File: config.mk
export PLATFORM = sky130hd
export DESIGN_NAME = int_ctrl
export DESIGN_NICKNAME = d
export VERILOG_FILES = /design/src/rtl/int_ctrl.sv
export SDC_FILE = /design/constraint.sdc
export NUM_CORES = 1
export LEC_CHECK = 0
export ABC_AREA = 1
export CORE_MARGIN = 4
export CORE_UTILIZATION = 43
export CTS_CLUSTER_SIZE = 30
export DETAILED_ROUTE_END_ITERATION = 16
export GPL_TIMING_DRIVEN = 0
export PLACE_DENSITY = 0.87
export SLEW_MARGIN = 20
export SYNTH_ARGS = -nofsm -noshare
export SYNTH_HDL_FRONTEND = slang
export SYNTH_SLANG_ARGS = --single-unit
File: constraint.sdc
create_clock -name clk -period 3.4 [get_ports clk]
set_clock_uncertainty 0.15 [all_clocks]
set_input_delay 0.34 -clock clk [delete_from_list [all_inputs] [get_ports clk]]
set_output_delay 0.34 -clock clk [all_outputs]
set_load 0.01 [all_outputs]
File: src/rtl/int_ctrl.sv
// int_ctrl: interrupt controller merging synchronised peripheral requests into one CP0 request.
//   clk     : system clock, rising edge
//   reset   : asynchronous active-low reset
//   ADDR    : bridge address, ADDR[3:2] selects MASK/MODE/PEND/CLAIM
//   IcWe    : write strobe (MASK, MODE, PEND W1C, EOI)
//   IcRe    : read strobe, triggers the claim side effect at offset 3
//   Din     : write data
//   Dout    : combinational read data
//   IRQ_in  : raw, possibly asynchronous, peripheral requests
//   IRQ     : registered request to CP0
module int_ctrl #(
   parameter int NSRC = 6
) (
   input  logic            clk,
   input  logic            reset,
   input  logic [31:0]     ADDR,
   input  logic            IcWe,
   input  logic            IcRe,
   input  logic [31:0]     Din,
   output logic [31:0]     Dout,
   input  logic [NSRC-1:0] IRQ_in,
   output logic            IRQ
);
   logic [NSRC-1:0] mask_q, mask_d, mode_q, mode_d, pend_q, pend_d, isr_q, isr_d;
   logic [NSRC-1:0] s1_q, s2_q, s2_dly_q;
   logic            irq_q, irq_d;
   logic [NSRC-1:0] isr_low, below_top, elig, claim_oh, eoi_oh, clr;
   logic [4:0]      id;
   logic [1:0]      sel;
   logic            claim;
   logic            unused_bits;

   function automatic logic [31:0] ext(input logic [NSRC-1:0] v);
      ext = '0;
      ext[NSRC-1:0] = v;
   endfunction

   assign sel         = ADDR[3:2];
   assign unused_bits = ^{ADDR[31:4], ADDR[1:0]};

   // Only sources strictly above the highest-priority in-service source may interrupt.
   assign isr_low   = isr_q & (~isr_q + NSRC'(1));
   assign below_top = (isr_q == '0) ? '1 : isr_low - NSRC'(1);
   assign elig      = pend_q & mask_q & below_top;

   always_comb begin
      id = '0;
      for (int i = NSRC - 1; i >= 0; i--)
         if (elig[i]) id = 5'(i);
   end

   // A simultaneous write wins over the claim side effect.
   assign claim    = IcRe && !IcWe && sel == 2'd3 && |elig;
   assign claim_oh = claim ? NSRC'(1) << id : '0;
   // Ids at or beyond NSRC shift out to zero and are ignored.
   assign eoi_oh   = (IcWe && sel == 2'd3) ? NSRC'(1) << Din[4:0] : '0;
   assign clr      = ((IcWe && sel == 2'd2) ? Din[NSRC-1:0] : '0) | claim_oh;

   assign mask_d = (IcWe && sel == 2'd0) ? Din[NSRC-1:0] : mask_q;
   assign mode_d = (IcWe && sel == 2'd1) ? Din[NSRC-1:0] : mode_q;
   // Edge bits: a new rising edge beats a same-cycle clear.
   assign pend_d = (mode_q & ((pend_q & ~clr) | (s2_q & ~s2_dly_q))) | (~mode_q & s2_q);
   assign isr_d  = (isr_q | claim_oh) & ~eoi_oh;
   assign irq_d  = |elig;

   assign Dout = sel == 2'd0 ? ext(mask_q) :
                 sel == 2'd1 ? ext(mode_q) :
                 sel == 2'd2 ? ext(pend_q) :
                 |elig       ? {1'b1, 26'b0, id} : '0;
   assign IRQ  = irq_q;

   always_ff @(posedge clk or negedge reset) begin
      if (!reset) begin
         mask_q   <= '0;
         mode_q   <= '0;
         pend_q   <= '0;
         isr_q    <= '0;
         s1_q     <= '0;
         s2_q     <= '0;
         s2_dly_q <= '0;
         irq_q    <= 1'b0;
      end else begin
         mask_q   <= mask_d;
         mode_q   <= mode_d;
         pend_q   <= pend_d;
         isr_q    <= isr_d;
         s1_q     <= IRQ_in;
         s2_q     <= s1_q;
         s2_dly_q <= s2_q;
         irq_q    <= irq_d;
      end
   end
endmodule

After elaboration in Yosys (flattened, before gate mapping) --
Index checks and enable logic that the tools add are counted.
Storage, ports and cells: logic and storage cells 57, register bits after elaboration 43, bits of input ports 74
Operators by class: reduce and logical (&&, ||, !) cells 11, multiplexer cells 14, shift-type cells 2, bitwise gates (word level) 17, add/subtract/negate cells 2, equal/unequal tests 3
Operators by type and width (count):
- $mux 32 | 4
- $and 6x6->6 | 8
- $not 6->6 | 5
- $mux 6 | 4
- $or 6x6->6 | 4
- $mux 5 | 4
- $shl 1x5->6 const A | 2
- $logic_and 1x1->1 | 7
- $add 6x1->6 const B | 1
- $logic_not 6->1 | 1
- $mux 3 | 2
- $reduce_or 6->1 | 1
- $sub 6x1->6 const B | 1
- $eq 2x2->1 const B | 2
- $eq 2x1->1 const B | 1
- $logic_not 2->1 | 1
- $logic_not 1->1 | 1

Depth between registers and ports, before layout --
word-level depth 20, gate-level depth with buffers 12, mapped depth without buffers 12

Worst setup path before layout --
Ideal clock, no wire load.
path kind reg-to-output, from register isr_q[0], to output Dout[0], cell stages (with the launch flop) 10, required time 2.910 ns, setup slack 1.680 ns, buffers on the path 0, data arrival time 1.230 ns, cells stage by stage dfrtp_1 > inv_2 > nand2_1 > nor2_1 > nand3_1 > nand2_1 > nand2_1 > nand2_1 > nand2_1 > o21ai_0
On the way: cells in the longest elaborated chain, start to end 16
Ends and longest elaborated chain:
- start, declared | RTL line 24 | logic [NSRC-1:0] mask_q, mask_d, mode_q, mode_d, pend_q, pend_d, isr_q, isr_d;
- start signal, assigned | RTL line 86 | isr_q <= isr_d;
- $not 6->6 | RTL line 42 | assign isr_low = isr_q & (~isr_q + NSRC'(1));
- $add 6x1->6 | RTL line 42
- $and 6x6->6 | RTL line 42
- $sub 6x1->6 | RTL line 43 | assign below_top = (isr_q == '0) ? '1 : isr_low - NSRC'(1);
- $mux 6 * | RTL line 43
- $and 6x6->6 * | RTL line 44 | assign elig = pend_q & mask_q & below_top;
- $mux 3 (2 in series) | RTL line 49 | if (elig[i]) id = 5'(i);
- $mux 5 (4 in series) | RTL line 49
- $mux 32 * | RTL line 69 | |elig ? {1'b1, 26'b0, id} : '0;
- $mux 32 * | RTL line 68 | sel == 2'd2 ? ext(pend_q) :
- $mux 32 * | RTL line 67 | sel == 2'd1 ? ext(mode_q) :
- $mux 32 * | RTL line 66 | assign Dout = sel == 2'd0 ? ext(mask_q) :
- end, declared | RTL line 20 | output logic [31:0] Dout,
Mark *: on every way between the ends. The rest lies on a longest branch, timed or not.

Final worst setup path --
from input ADDR[3], to output Dout[2]
On the way: cells in the longest elaborated chain, start to end 4
Ends and longest elaborated chain:
- start, declared | RTL line 16 | input logic [31:0] ADDR,
- $eq 2x2->1 | RTL line 68
- $mux 32 | RTL line 68
- $mux 32 | RTL line 67
- $mux 32 * | RTL line 66
Marked as above.

==> out/results.ini <==
[route]
drt_iter0_markers = 124
drt_first_pass_iters = 4
wl_per_cell_um = 11.90
drt_wl_total_um = 4451
drc = 0
num_vias = 1689
drtAntennaViolNets = 0
vias_per_cell = 4.516

[pwr]
p_leak_nw = 1.332
ir_drop_v = 0.0002959
cellPowerDensity_nw_per_um2 = 460.2

[grt]
grt_pass1_vias = 1603
grt_overflow = 0
grt_pass1_wl_um = 7355
antenna_found_initial = 0
grt_max_degree = 28
track_usage = 0.1548

[timing]
setup_viol = 0
period_share = 0.8175
slew_headroom = 0.6644
tightest_slew_ns = 0.5015
layout_min_cycle_time_ns = 2.779
grt_setup_unrepaired = no
hold_violations = 0
max_clock_freq_mhz = 359.8
finalSetupTns_ns = 0
layout_setup_ws_ns = 0.6205
slew_viol_final = 0

[placed_design]
portBuffers = 25
dp.cells = 365
post-place-ws_ns = 0.6174
place_congestion = 0.9138
dp.final_hpwl_um = 3453

[layout]
insertedDiodeCount = 0
final_cell_count_no_fill = 374
fillCellCount = 412
drive_above_1_share = 0.1629
syn2layout_area_growth_pct = 27.19
nets = 380

[run_status]
outcome = finished, final reports clean

[floorplanning]
fp.dieW_um = 77.63
dieHeight_um = 77.63
start_util = 0.4413
row_count = 25
ios = 107
die_area_um2 = 6026
core-area_um2 = 4723

[cts]
cts.sinks = 43
tritoncts = built
clk_pin_slew_ns = 0.08
insertion_delay_ns = 0.29
ctsResizeCount = 0
htreeDepth = 2
clockRootBuffer = clkbuf_8
cts_buffers = 5
cts_max_path_buffers = 2

[yosys]
synth_seq_area_share = 0.5162
synth_cell_types = 23
ys_warn_count = 0
synth_area_per_cell_um2 = 8.405
synth_area_um2 = 2084
netlist_instances = 248
synth_seq_cells = 43

[hold_path]
hold_class = flip-flop to flip-flop
whs_path_depth = 0
hold_start = s1_q[4]
hold_path_end = s2_q[4]

[setup_path]
crit_required_ns = 2.91
crit-reg2reg-launch = isr_q[1]
arrival_ns = 2.29
worstSetupPathType = input port to output port
r2r_cells = 8
cp_max_fo = 6
r2r-end = pend_q[3]
reg2reg_slack_ns = 1.65
critPathLaunchType = input port
end_kind = output port

[flow_run]
maxCapViolCount = 0

sequential cells by signal, summed over array words and instances, names as in the netlist:
name,cells
s2_dly_q,6
mask_q,6
s2_q,6
isr_q,6
pend_q,6
IRQ,1
s1_q,6
mode_q,6
power breakdown:
group          internal [W]  switching, W  leakage, nW  total, W
combinational     0.0000976      0.000112        0.761  0.000210
sequential         0.000563     0.0000378        0.510  0.000600
clock              0.000238      0.000172       0.0612  0.000410
per-stage QoR:
stage | instance area [µm²] | hold slack [ns] | total power [W] | utilization
after CTS | 2651 | 0.2054 | 0.001227 | 0.5613
after global placement | 2509 | 0.1827 | 0.0008051 | 0.5311
after detailed placement | 2524 | 0.1473 | 0.0008175 | 0.5343
final | 2651 | 0.2031 | 0.001220 | 0.5613
after global routing | 2651 | 0.2102 | 0.001279 | 0.5613
after floorplan | 2175 | -0.1056 | 0.0007273 | -
final cells by class:
cell class	count	area [µm²]	share of cell area
Sequential cell	43	1076	0.4059
Timing Repair Buffer	27	275.3	0.1038
Multi-Input combinational cell	177	807.0	0.3044
Buffer	27	197.7	0.07456
Tap cell	67	83.83	0.03162
Clock buffer	6	82.58	0.03115
Inverter	25	93.84	0.03539
Clock inverter	2	35.03	0.01321
worst max-delay path, cell delays in order:
cell and delay, ns:
clkdlybuf4s50_1 0.63, inv_1 0.14, nor2_4 0.19, inv_1 0.12, nand2_1 0.08, o211ai_1 0.08
a21oi_1 0.15, clkdlybuf4s50_1 0.56
how the worst max path moves through the flow:
| stage | endpoint | slack [ns] | startpoint |
|---|---|---|---|
| 2_1_floorplan | Dout[0] | 1.68 | isr_q[0] |
| 3_3_place_gp | Dout[2] | 0.66 | ADDR[3] |
| 3_5_place_dp | Dout[2] | 0.62 | ADDR[3] |
| 4_1_cts | Dout[2] | 0.61 | ADDR[3] |
| 5_1_grt | Dout[2] | 0.49 | ADDR[3] |
| 6_report | Dout[2] | 0.62 | ADDR[3] |
synthesized netlist by cell type:
master / n / area share
nand2_1: 71 / 0.13
conb_1: 1 / 0.0018
o211ai_1: 1 / 0.0036
a22o_1: 1 / 0.0042
o21ai_0: 16 / 0.038
inv_1: 24 / 0.043
a21oi_2: 1 / 0.0042
nor2_1: 15 / 0.027
nor2b_1: 1 / 0.0030
nor3_1: 1 / 0.0024
nor4_1: 2 / 0.0060
inv_2: 1 / 0.0018
nand3_1: 24 / 0.058
nand3_2: 1 / 0.0048
o2111ai_1: 1 / 0.0042
nor2_4: 4 / 0.022
a21oi_1: 5 / 0.012
nor2_2: 4 / 0.012
buf_4: 25 / 0.090
nand2_2: 2 / 0.0060
buf_2: 2 / 0.0048
nand3b_1: 2 / 0.0072
dfrtp_1: 43 / 0.52
routing by layer:
layer  part of all wire  track usage  vias up
met4              0.020      0.06406        0
li1                   -            -      849
met1               0.41       0.1933      764
met2               0.50       0.2568       66
met3              0.075      0.03596       10
met5                  0            0        -
what timing repair did:
item	CTS	global route
hold buffers	1	0
endpoints found under the hold margin	16	0
buffers inserted	0	0
placed cells by master, fill, tap and decap left out, drive strengths merged:
master	n
inv	25
clkdlybuf4s50	24
clkinv	1
nand3b	2
o211ai	1
nor2	23
buf	29
nor3	1
nand2	73
a21oi	6
nor2b	1
bufinv	1
clkbuf	6
a22o	1
dlygate4sd3	1
dfrtp	43
nor4	2
nand3	25
o21ai	16
conb	25
o2111ai	1
cell families (layout without fill, tap and decap cells):
kind of cell	after synthesis	in the layout	synth area share
AOI/OAI and AO/OA	25	25	0.06663
and+or+nand+nor	127	127	0.2755
other	1	25	0.001799
DFF	43	43	0.5162
buffers and inverters	52	87	0.1399
Power figures use the tool's default switching activity.
